`config.mk`:
```
export PLATFORM = sky130hd
export DESIGN_NAME = tcd_engine
export DESIGN_NICKNAME = d
export VERILOG_FILES = /design/src/rtl/tcd_pkg.sv /design/src/rtl/tcd_engine.sv
export SDC_FILE = /design/constraint.sdc
export NUM_CORES = 1
export LEC_CHECK = 0
export ABC_CLOCK_PERIOD_IN_PS = 4960
export CAP_MARGIN = 20
export CORE_MARGIN = 2
export CORE_UTILIZATION = 48
export DETAILED_ROUTE_END_ITERATION = 6
export GPL_TIMING_DRIVEN = 0
export PLACE_DENSITY = 0.92
export SLEW_MARGIN = 10
export SYNTH_ARGS = -nofsm -noshare
export SYNTH_HDL_FRONTEND = slang
export SYNTH_SLANG_ARGS = --single-unit
```
`constraint.sdc`:
```
create_clock -name clock -period 4.96 [get_ports clock]
set_clock_uncertainty 0.2 [all_clocks]
set_input_delay 0.496 -clock clock [delete_from_list [all_inputs] [get_ports clock]]
set_output_delay 0.496 -clock clock [all_outputs]
set_load 0.005 [all_outputs]
```
`src/rtl/tcd_pkg.sv`:
```
// Shared types and constants for the TCD transfer engine.
// TCD_CHECKSUM_EN adds the CSUM state used for the trailing XOR flit.
package tcd_pkg;

  localparam int ADDR_W_DEF = 32;
  localparam int DATA_W_DEF = 32;
  localparam int NB_W_DEF   = 16;
  localparam int WORD_BYTES = 4;

`ifdef TCD_CHECKSUM_EN
  typedef enum logic [2:0] {
    ST_IDLE  = 3'd0,
    ST_FETCH = 3'd1,
    ST_WAIT  = 3'd2,
    ST_SEND  = 3'd3,
    ST_DONE  = 3'd4,
    ST_CSUM  = 3'd5
  } tcd_state_e;
`else
  typedef enum logic [2:0] {
    ST_IDLE  = 3'd0,
    ST_FETCH = 3'd1,
    ST_WAIT  = 3'd2,
    ST_SEND  = 3'd3,
    ST_DONE  = 3'd4
  } tcd_state_e;
`endif

endpackage

```
`src/rtl/tcd_engine.sv`:
```
// Word-at-a-time memory-to-flit transfer engine driven by an MMIO request/ack pair.
// Define TCD_CHECKSUM_EN to append an XOR checksum flit after the payload.
module tcd_engine
  import tcd_pkg::*;
#(
  parameter int ADDR_W = ADDR_W_DEF,
  parameter int DATA_W = DATA_W_DEF,
  parameter int NB_W   = NB_W_DEF
) (
  input  logic              clock,
  input  logic              reset,
  input  logic [ADDR_W-1:0] addr_in,
  input  logic [NB_W-1:0]   nbytes_in,
  input  logic              req_in,
  input  logic              ack_in,
  output logic              busy_out,
  output logic              done_out,
  output logic              mem_en_out,
  output logic [ADDR_W-1:0] mem_addr_out,
  input  logic [DATA_W-1:0] mem_data_in,
  output logic              flit_valid_out,
  output logic [DATA_W-1:0] flit_data_out,
  output logic              flit_last_out,
  input  logic              flit_ready_in
);

  localparam int WORDS_W = NB_W - 1;

  tcd_state_e        state_q, state_d;
  logic [ADDR_W-1:0] addr_q;
  logic [WORDS_W-1:0] words_q;
  logic [DATA_W-1:0] flit_q;
  logic [NB_W:0]     nb_round;
  logic [WORDS_W-1:0] req_words;
  logic              send_fire;
  logic              last_word;
`ifdef TCD_CHECKSUM_EN
  logic [DATA_W-1:0] csum_q;
`endif

  // Round the byte count up to whole words; partial trailing words go out unmasked.
  assign nb_round  = {1'b0, nbytes_in} + (NB_W+1)'(WORD_BYTES - 1);
  assign req_words = WORDS_W'(nb_round >> 2);
  assign last_word = (words_q == WORDS_W'(1));

  // Flit handshake: a flit transfers on a rising edge where flit_valid_out and
  // flit_ready_in are both 1; valid, data and last hold steady until then.
  assign send_fire = (state_q == ST_SEND) && flit_ready_in;

  always_comb begin
    state_d = state_q;
    unique case (state_q)
      ST_IDLE:  if (req_in) state_d = (nbytes_in == '0) ? ST_DONE : ST_FETCH;
      ST_FETCH: state_d = ST_WAIT;
      ST_WAIT:  state_d = ST_SEND;
      ST_SEND: begin
        if (flit_ready_in) begin
          if (!last_word) begin
            state_d = ST_FETCH;
          end else begin
`ifdef TCD_CHECKSUM_EN
            state_d = ST_CSUM;
`else
            state_d = ST_DONE;
`endif
          end
        end
      end
`ifdef TCD_CHECKSUM_EN
      ST_CSUM:  if (flit_ready_in) state_d = ST_DONE;
`endif
      ST_DONE:  if (ack_in) state_d = ST_IDLE;
      default:  state_d = ST_IDLE;
    endcase
  end

  always_ff @(posedge clock) begin
    if (reset) begin
      state_q <= ST_IDLE;
      addr_q  <= '0;
      words_q <= '0;
      flit_q  <= '0;
`ifdef TCD_CHECKSUM_EN
      csum_q  <= '0;
`endif
    end else begin
      state_q <= state_d;
      if (state_q == ST_IDLE && req_in) begin
        addr_q  <= addr_in & ~ADDR_W'(WORD_BYTES - 1);
        words_q <= req_words;
`ifdef TCD_CHECKSUM_EN
        csum_q  <= '0;
`endif
      end
      if (state_q == ST_WAIT) begin
        flit_q <= mem_data_in;
      end
      if (send_fire) begin
        words_q <= words_q - WORDS_W'(1);
        addr_q  <= addr_q + ADDR_W'(WORD_BYTES);
`ifdef TCD_CHECKSUM_EN
        csum_q  <= csum_q ^ flit_q;
        // The checksum flit reuses the flit register so the output path stays single-sourced.
        if (last_word) flit_q <= csum_q ^ flit_q;
`endif
      end
    end
  end

  always_comb begin
    busy_out       = (state_q != ST_IDLE) && (state_q != ST_DONE);
    done_out       = (state_q == ST_DONE);
    mem_en_out     = (state_q == ST_FETCH);
    mem_addr_out   = addr_q;
    flit_data_out  = flit_q;
`ifdef TCD_CHECKSUM_EN
    flit_valid_out = (state_q == ST_SEND) || (state_q == ST_CSUM);
    flit_last_out  = (state_q == ST_CSUM);
`else
    flit_valid_out = (state_q == ST_SEND);
    flit_last_out  = (state_q == ST_SEND) && last_word;
`endif
  end

endmodule

```
==> flow_summary.yaml, run 1 <==
die:
  die_h_um: 97.5
  start_util_pct: 48.8
  dieArea_um2: 9500
  core_area_um2: 8590
  dieWidth_um: 97.5
  num_io_pins: 154
  rows: 34
sta:
  timing.fmax_mhz: 311
  rsz0062_at_grt: "false"
  hold_violations: 0
  relSlewSlack_pct: 42.6
  finalMaxSlewViolations: 0
  hold_ws_ps: 253
  tightest_slew_ps: 854
  setup_tns_ps: 0
  setup_viol: 0
  fin_crit_ps: 3220
  finalCritPeriodShare_pct: 64.9
cts:
  clkLatencyLatePin_ps: 360
  postCtsSetupBuffers: 0
  htreeDepth: 3
  clkSinkCount: 80
  clk_pin_slew_ps: 90
  postCtsHoldBufs: 0
  numCtsBuffers: 9
  cts_buffer_depth: 2
  tritoncts: "done"
  post_cts_resized: 0
  root_buffer: "clkbuf_8"
setup_path:
  crit_path_start_kind: "flop"
  worstPathArrival_ps: 2520
  r2r-end: "mem_addr_out[26]"
  reg2reg_depth: 6
  cp-end-kind: "output pin"
  worstSetupPathType: "reg -> out"
  r2r_slack_ps: 2030
  r2r_start: "state_q[1]"
  required_ps: 4260
  setup.worst_path.end: "flit_last_out"
  critPathLaunch: "words_q[3]"
  cp_max_fo: 9
finish:
  drive_gt1_share_pct: 5.19
  final_nets: 797
  num_antenna_cells: 0
  layoutNonFillerInstCount: 821
  multi_input_area_um2: 2380
  area_growth_pct: 43.3
  register_area_um2: 1600
  fillers: 672
synthesis:
  syn_area_um2: 4190
  synth_most_common_cell: "nand2_1"
  yosysTopAreaCell: "dfxtp_1"
  seq_area_frac_synth_pct: 38.2
  synth-seq-cells: 80
  ys_async_sr_fraction_pct: 0
  ys_dominant_reg_cell: "dfxtp_1"
  netlist_instances: 547
  ys_types: 65
  avgSynthCellArea_um2: 7.67
  synth_top_area_share_pct: 38.2
  yosys-top-cells-count: "115 x nand2_1, 80 x dfxtp_1, 65 x a21oi_1"
  synth_edf_count: 0
  ys_warn_count: 0
  synth_top_cells_by_area: "dfxtp_1 38%, nand2_1 10%, a21oi_1 7.8%"
grt:
  use_met2_pct: 50.5
  grtUsageMet3_pct: 8.49
  grt_usage_pct: 28.5
  grt-busiest-layer: "met2"
  grt_max_degree: 17
  gr-total-overflow: 0
  grt_pass1_vias: 4725
  use_met1_pct: 32.6
  antenna_found_initial: 0
  grt_first_pass_wirelength_mm: 22.4
route:
  drt_wl_total_mm: 13.6
  drtAntennaViolNets: 0
  drc: 0
  vias: 4745
  drt_first_pass_iters: 5
  drt_iter0_markers: 300
  avgRoutedWirePerCell_um: 16.5
  via_per_inst: 5.78
min_path:
  hp-class: "reg -> reg"
placement:
  port_buffers: 149
  placed_cells: 805
  gp_congestion: 0.943
  dp_hpwl_mm: 10.1
job:
  maxCapViolCount: 0
power:
  clkPwrFrac_pct: 29.7
  p_per_area_nw_per_um2: 259
  power.share.switching_pct: 31.6
  vdd_drop_max_mv: 0.164
  p_int_mw: 1.06
  power_leakage_nw: 2.05
  p_seq_share_pct: 46.9
  combPwrFrac_pct: 23.4
  p_sw_uw: 493
status:
  status: "completed"
[per-layer routing]
metal	vias to the layer above	part of all wire (%)
met5	-	0
met4	0	2.1
met3	30	9.2
met2	221	49
met1	2188	40
li1	2306	-
[layout by cell type (no fill, tap or decap), types with 10 or more instances in the layout]
cell type / count
nand3_1: 19
nor3_1: 14
o21ai_0: 13
a31oi_1: 14
clkdlybuf4s50_1: 149
nand2_1: 115
nand4_1: 13
dfxtp_1: 80
xnor2_1: 10
clkbuf_1: 32
a21oi_1: 65
inv_1: 11
nor2_1: 31
[critical path: stages, from the launching register on]
cell             delay (ps)
dfxtp_1                 350
nor3_1                  720
and4_1                  390
nand3_1                 130
inv_1                    70
clkdlybuf4s50_1         500
[power groups by stage]
stage / clock network [mW] / registers [mW] / logic [mW]
detailed placement: 0 / 0.743 / 0.360
global placement: 0 / 0.741 / 0.349
floorplan: 0 / 0.738 / 0.164
global route: 0.494 / 0.737 / 0.398
CTS: 0.464 / 0.729 / 0.362
finish: 0.463 / 0.730 / 0.364
[flip-flops by register name (all words and copies together) (netlist names)]
name	cells
words_q	15
state_q	3
flit_data_out	32
mem_addr_out	30
[kinds of logic (layout without fill, tap and decap cells)]
logic type / count (synthesis) / count (layout) / share of synthesized area (%)
simple gates: 243 / 243 / 28.4
compound gates: 140 / 140 / 20.9
flops: 80 / 80 / 38.2
buf+inv: 52 / 217 / 5.25
xor+xnor: 19 / 19 / 3.97
mux: 8 / 8 / 2.06
fa+ha+maj: 4 / 4 / 1.19
other cells: 1 / 2 / 0.0894
[through the flow]
stage	instance area [um^2]	total power [mW]	worst slack [ps]	utilization, %
6_report	6010	1.56	1740	69.9
5_1_grt	6010	1.63	1630	69.9
4_1_cts	6010	1.55	1770	69.9
3_5_place_dp	5820	1.10	1690	67.8
3_3_place_gp	5820	1.09	1770	67.8
2_1_floorplan	4200	0.902	2720	-
[final cells by class]
cell class | instances | share of cell area (%)
flip-flops and latches | 80 | 26.7
multi-input cells | 416 | 39.5
well taps | 108 | 2.25
plain buffers | 40 | 2.91
inverters | 12 | 0.750
clock buffers | 9 | 2.06
repair buffers | 149 | 24.8
clock inverters | 7 | 1.02
[worst min-delay path by stage]
stage,from,end,cells past startpoint
after global placement,flit_data_out[28],flit_data_out[28],2
after CTS,flit_data_out[28],flit_data_out[28],2
after floorplan,words_q[7],words_q[7],1
final,flit_data_out[28],flit_data_out[28],2
after global routing,flit_data_out[1],flit_data_out[1],2
after detailed placement,flit_data_out[28],flit_data_out[28],2
Power figures use the tool's default switching activity.
==> run 2: changes to the inputs <==
Settings changed: ABC_CLOCK_PERIOD_IN_PS 4960 to 2800, CORE_UTILIZATION 48 to 41, PLACE_DENSITY 0.92 to 0.85.
Clock period 4.96 ns to 2.8 ns, I/O delays scaled along.
==> run 2 against run 1 <==
Via count is 0.93% higher. Die area rose by 16%. Flip-flop and latch count did not move. Cell area grew 1.7%. Register-to-register slack lost 1800 ps. Worst hold slack better by 3.4 ps. Non-clock buffer count stayed put. Largest power group unchanged.
==> flow_summary.yaml, run 2 (synthesis gave the netlist of run 1 again) <==
grt:
  grt_usage_pct: 25.7
  gr-total-overflow: 0
  grt_pass1_vias: 4785
  grt_first_pass_wirelength_mm: 23.0
  grt_max_degree: 17
  antenna_found_initial: 0
job:
  maxCapViolCount: 0
status:
  status: "completed"
power:
  p_per_area_nw_per_um2: 484
  vdd_drop_max_mv: 0.301
  power_leakage_nw: 2.10
  p_seq_share_pct: 43.9
  power.share.switching_pct: 29.9
  combPwrFrac_pct: 22.1
  clkPwrFrac_pct: 34.0
  p_sw_uw: 886
  p_int_mw: 2.07
cts:
  numCtsBuffers: 9
  postCtsSetupBuffers: 0
  clkSinkCount: 80
  htreeDepth: 3
  tritoncts: "done"
  clkLatencyLatePin_ps: 360
  root_buffer: "clkbuf_8"
  cts_buffer_depth: 2
  clk_pin_slew_ps: 90
setup_path:
  r2r_slack_ps: 240
  reg2reg_depth: 6
  worstSetupPathType: "reg -> out"
  worstPathArrival_ps: 2150
  cp_max_fo: 9
  required_ps: 2320
  crit_path_start_kind: "flop"
  cp-end-kind: "output pin"
  r2r-end: "mem_addr_out[14]"
  r2r_start: "state_q[1]"
die:
  rows: 36
  core_area_um2: 9860
  die_h_um: 105
  num_io_pins: 154
  start_util_pct: 42.5
  dieWidth_um: 105
  dieArea_um2: 11100
route:
  drc: 0
  vias: 4789
  drt_wl_total_mm: 14.3
  avgRoutedWirePerCell_um: 16.9
  drt_iter0_markers: 311
  drtAntennaViolNets: 0
  via_per_inst: 5.66
  drt_first_pass_iters: 6
sta:
  fin_crit_ps: 2630
  rsz0062_at_grt: "false"
  relSlewSlack_pct: 57.4
  hold_ws_ps: 257
  tightest_slew_ps: 639
  timing.fmax_mhz: 381
  finalMaxSlewViolations: 0
  hold_violations: 0
  setup_tns_ps: 0
  setup_viol: 0
  finalCritPeriodShare_pct: 93.8
min_path:
  holdPathStages: 2
  hp-class: "reg -> reg"
  whs_endpoint: "flit_data_out[12]"
  worstHoldStart: "flit_data_out[12]"
finish:
  area_growth_pct: 45.8
  layout_common_cells: "149 x clkdlybuf4s50_1, 115 x nand2_1, 80 x dfxtp_1"
  final_nets: 797
  num_antenna_cells: 0
  final_common_cell: "clkdlybuf4s50_1"
  layoutNonFillerInstCount: 846
  largest_register_ffs: 32
  drive_gt1_share_pct: 5.89
placement:
  gp_congestion: 0.919
  dp_hpwl_mm: 10.7
  placed_cells: 830
  port_buffers: 149
-- run 2: power by group through the flow --
stage	clock network, mW	logic [mW]	registers [mW]
finish	1.01	0.655	1.30
global route	1.07	0.713	1.31
CTS	1.02	0.648	1.29
detailed placement	0	0.641	1.32
global placement	0	0.623	1.31
floorplan	0	0.291	1.31
-- run 2: metal layers --
layer  global-route usage [%]  up-vias  part of all wire (%)
li1                         -     2296                     -
met1                     30.3     2215                    40
met2                     45.0      259                    48
met3                     7.61       19                    11
met4                     7.71        0                   1.4
met5                        0        -                     0
-- run 2: worst max-delay path by stage --
stage	start	endpoint	slack, ps	depth (start not counted)
2_1_floorplan	mem_addr_out[5]	mem_addr_out[31]	560	7
3_3_place_gp	req_in	mem_addr_out[14]	-250	6
3_5_place_dp	req_in	mem_addr_out[14]	-260	6
4_1_cts	words_q[5]	flit_last_out	40	5
5_1_grt	state_q[1]	mem_addr_out[20]	60	6
6_report	words_q[3]	flit_last_out	170	5
-- run 2: layout make-up --
class	instances	area, um^2
timing repair buffer	149	1490
multi-input combinational	416	2400
clock inverter	7	106
clock buffer	9	124
tap	133	166
inverter	12	45.0
fill	881	3750
buffer	40	179
sequential	80	1600
-- run 2: through the flow --
| stage | utilization [%] | power (mW) | area, um^2 | setup WS [ps] |
|---|---|---|---|---|
| after detailed placement | 59.4 | 1.96 | 5860 | -255 |
| after global placement | 59.4 | 1.94 | 5860 | -252 |
| after floorplan | - | 1.60 | 4200 | 557 |
| after global routing | 62.0 | 3.09 | 6110 | 61.7 |
| after CTS | 61.8 | 2.96 | 6100 | 44.2 |
| final | 62.0 | 2.96 | 6110 | 173 |
-- run 2: what timing repair did --
action                     CTS  global route
hold buffers                 0             0
setup endpoints to repair   11            14
resized for setup            2             8
-- run 2: worst max-delay path: stages (launching register included) --
cell             delay [ps]
dfxtp_1                 360
nor3_4                  350
and4_1                  340
nand3_1                 130
inv_1                    80
clkdlybuf4s50_1         530
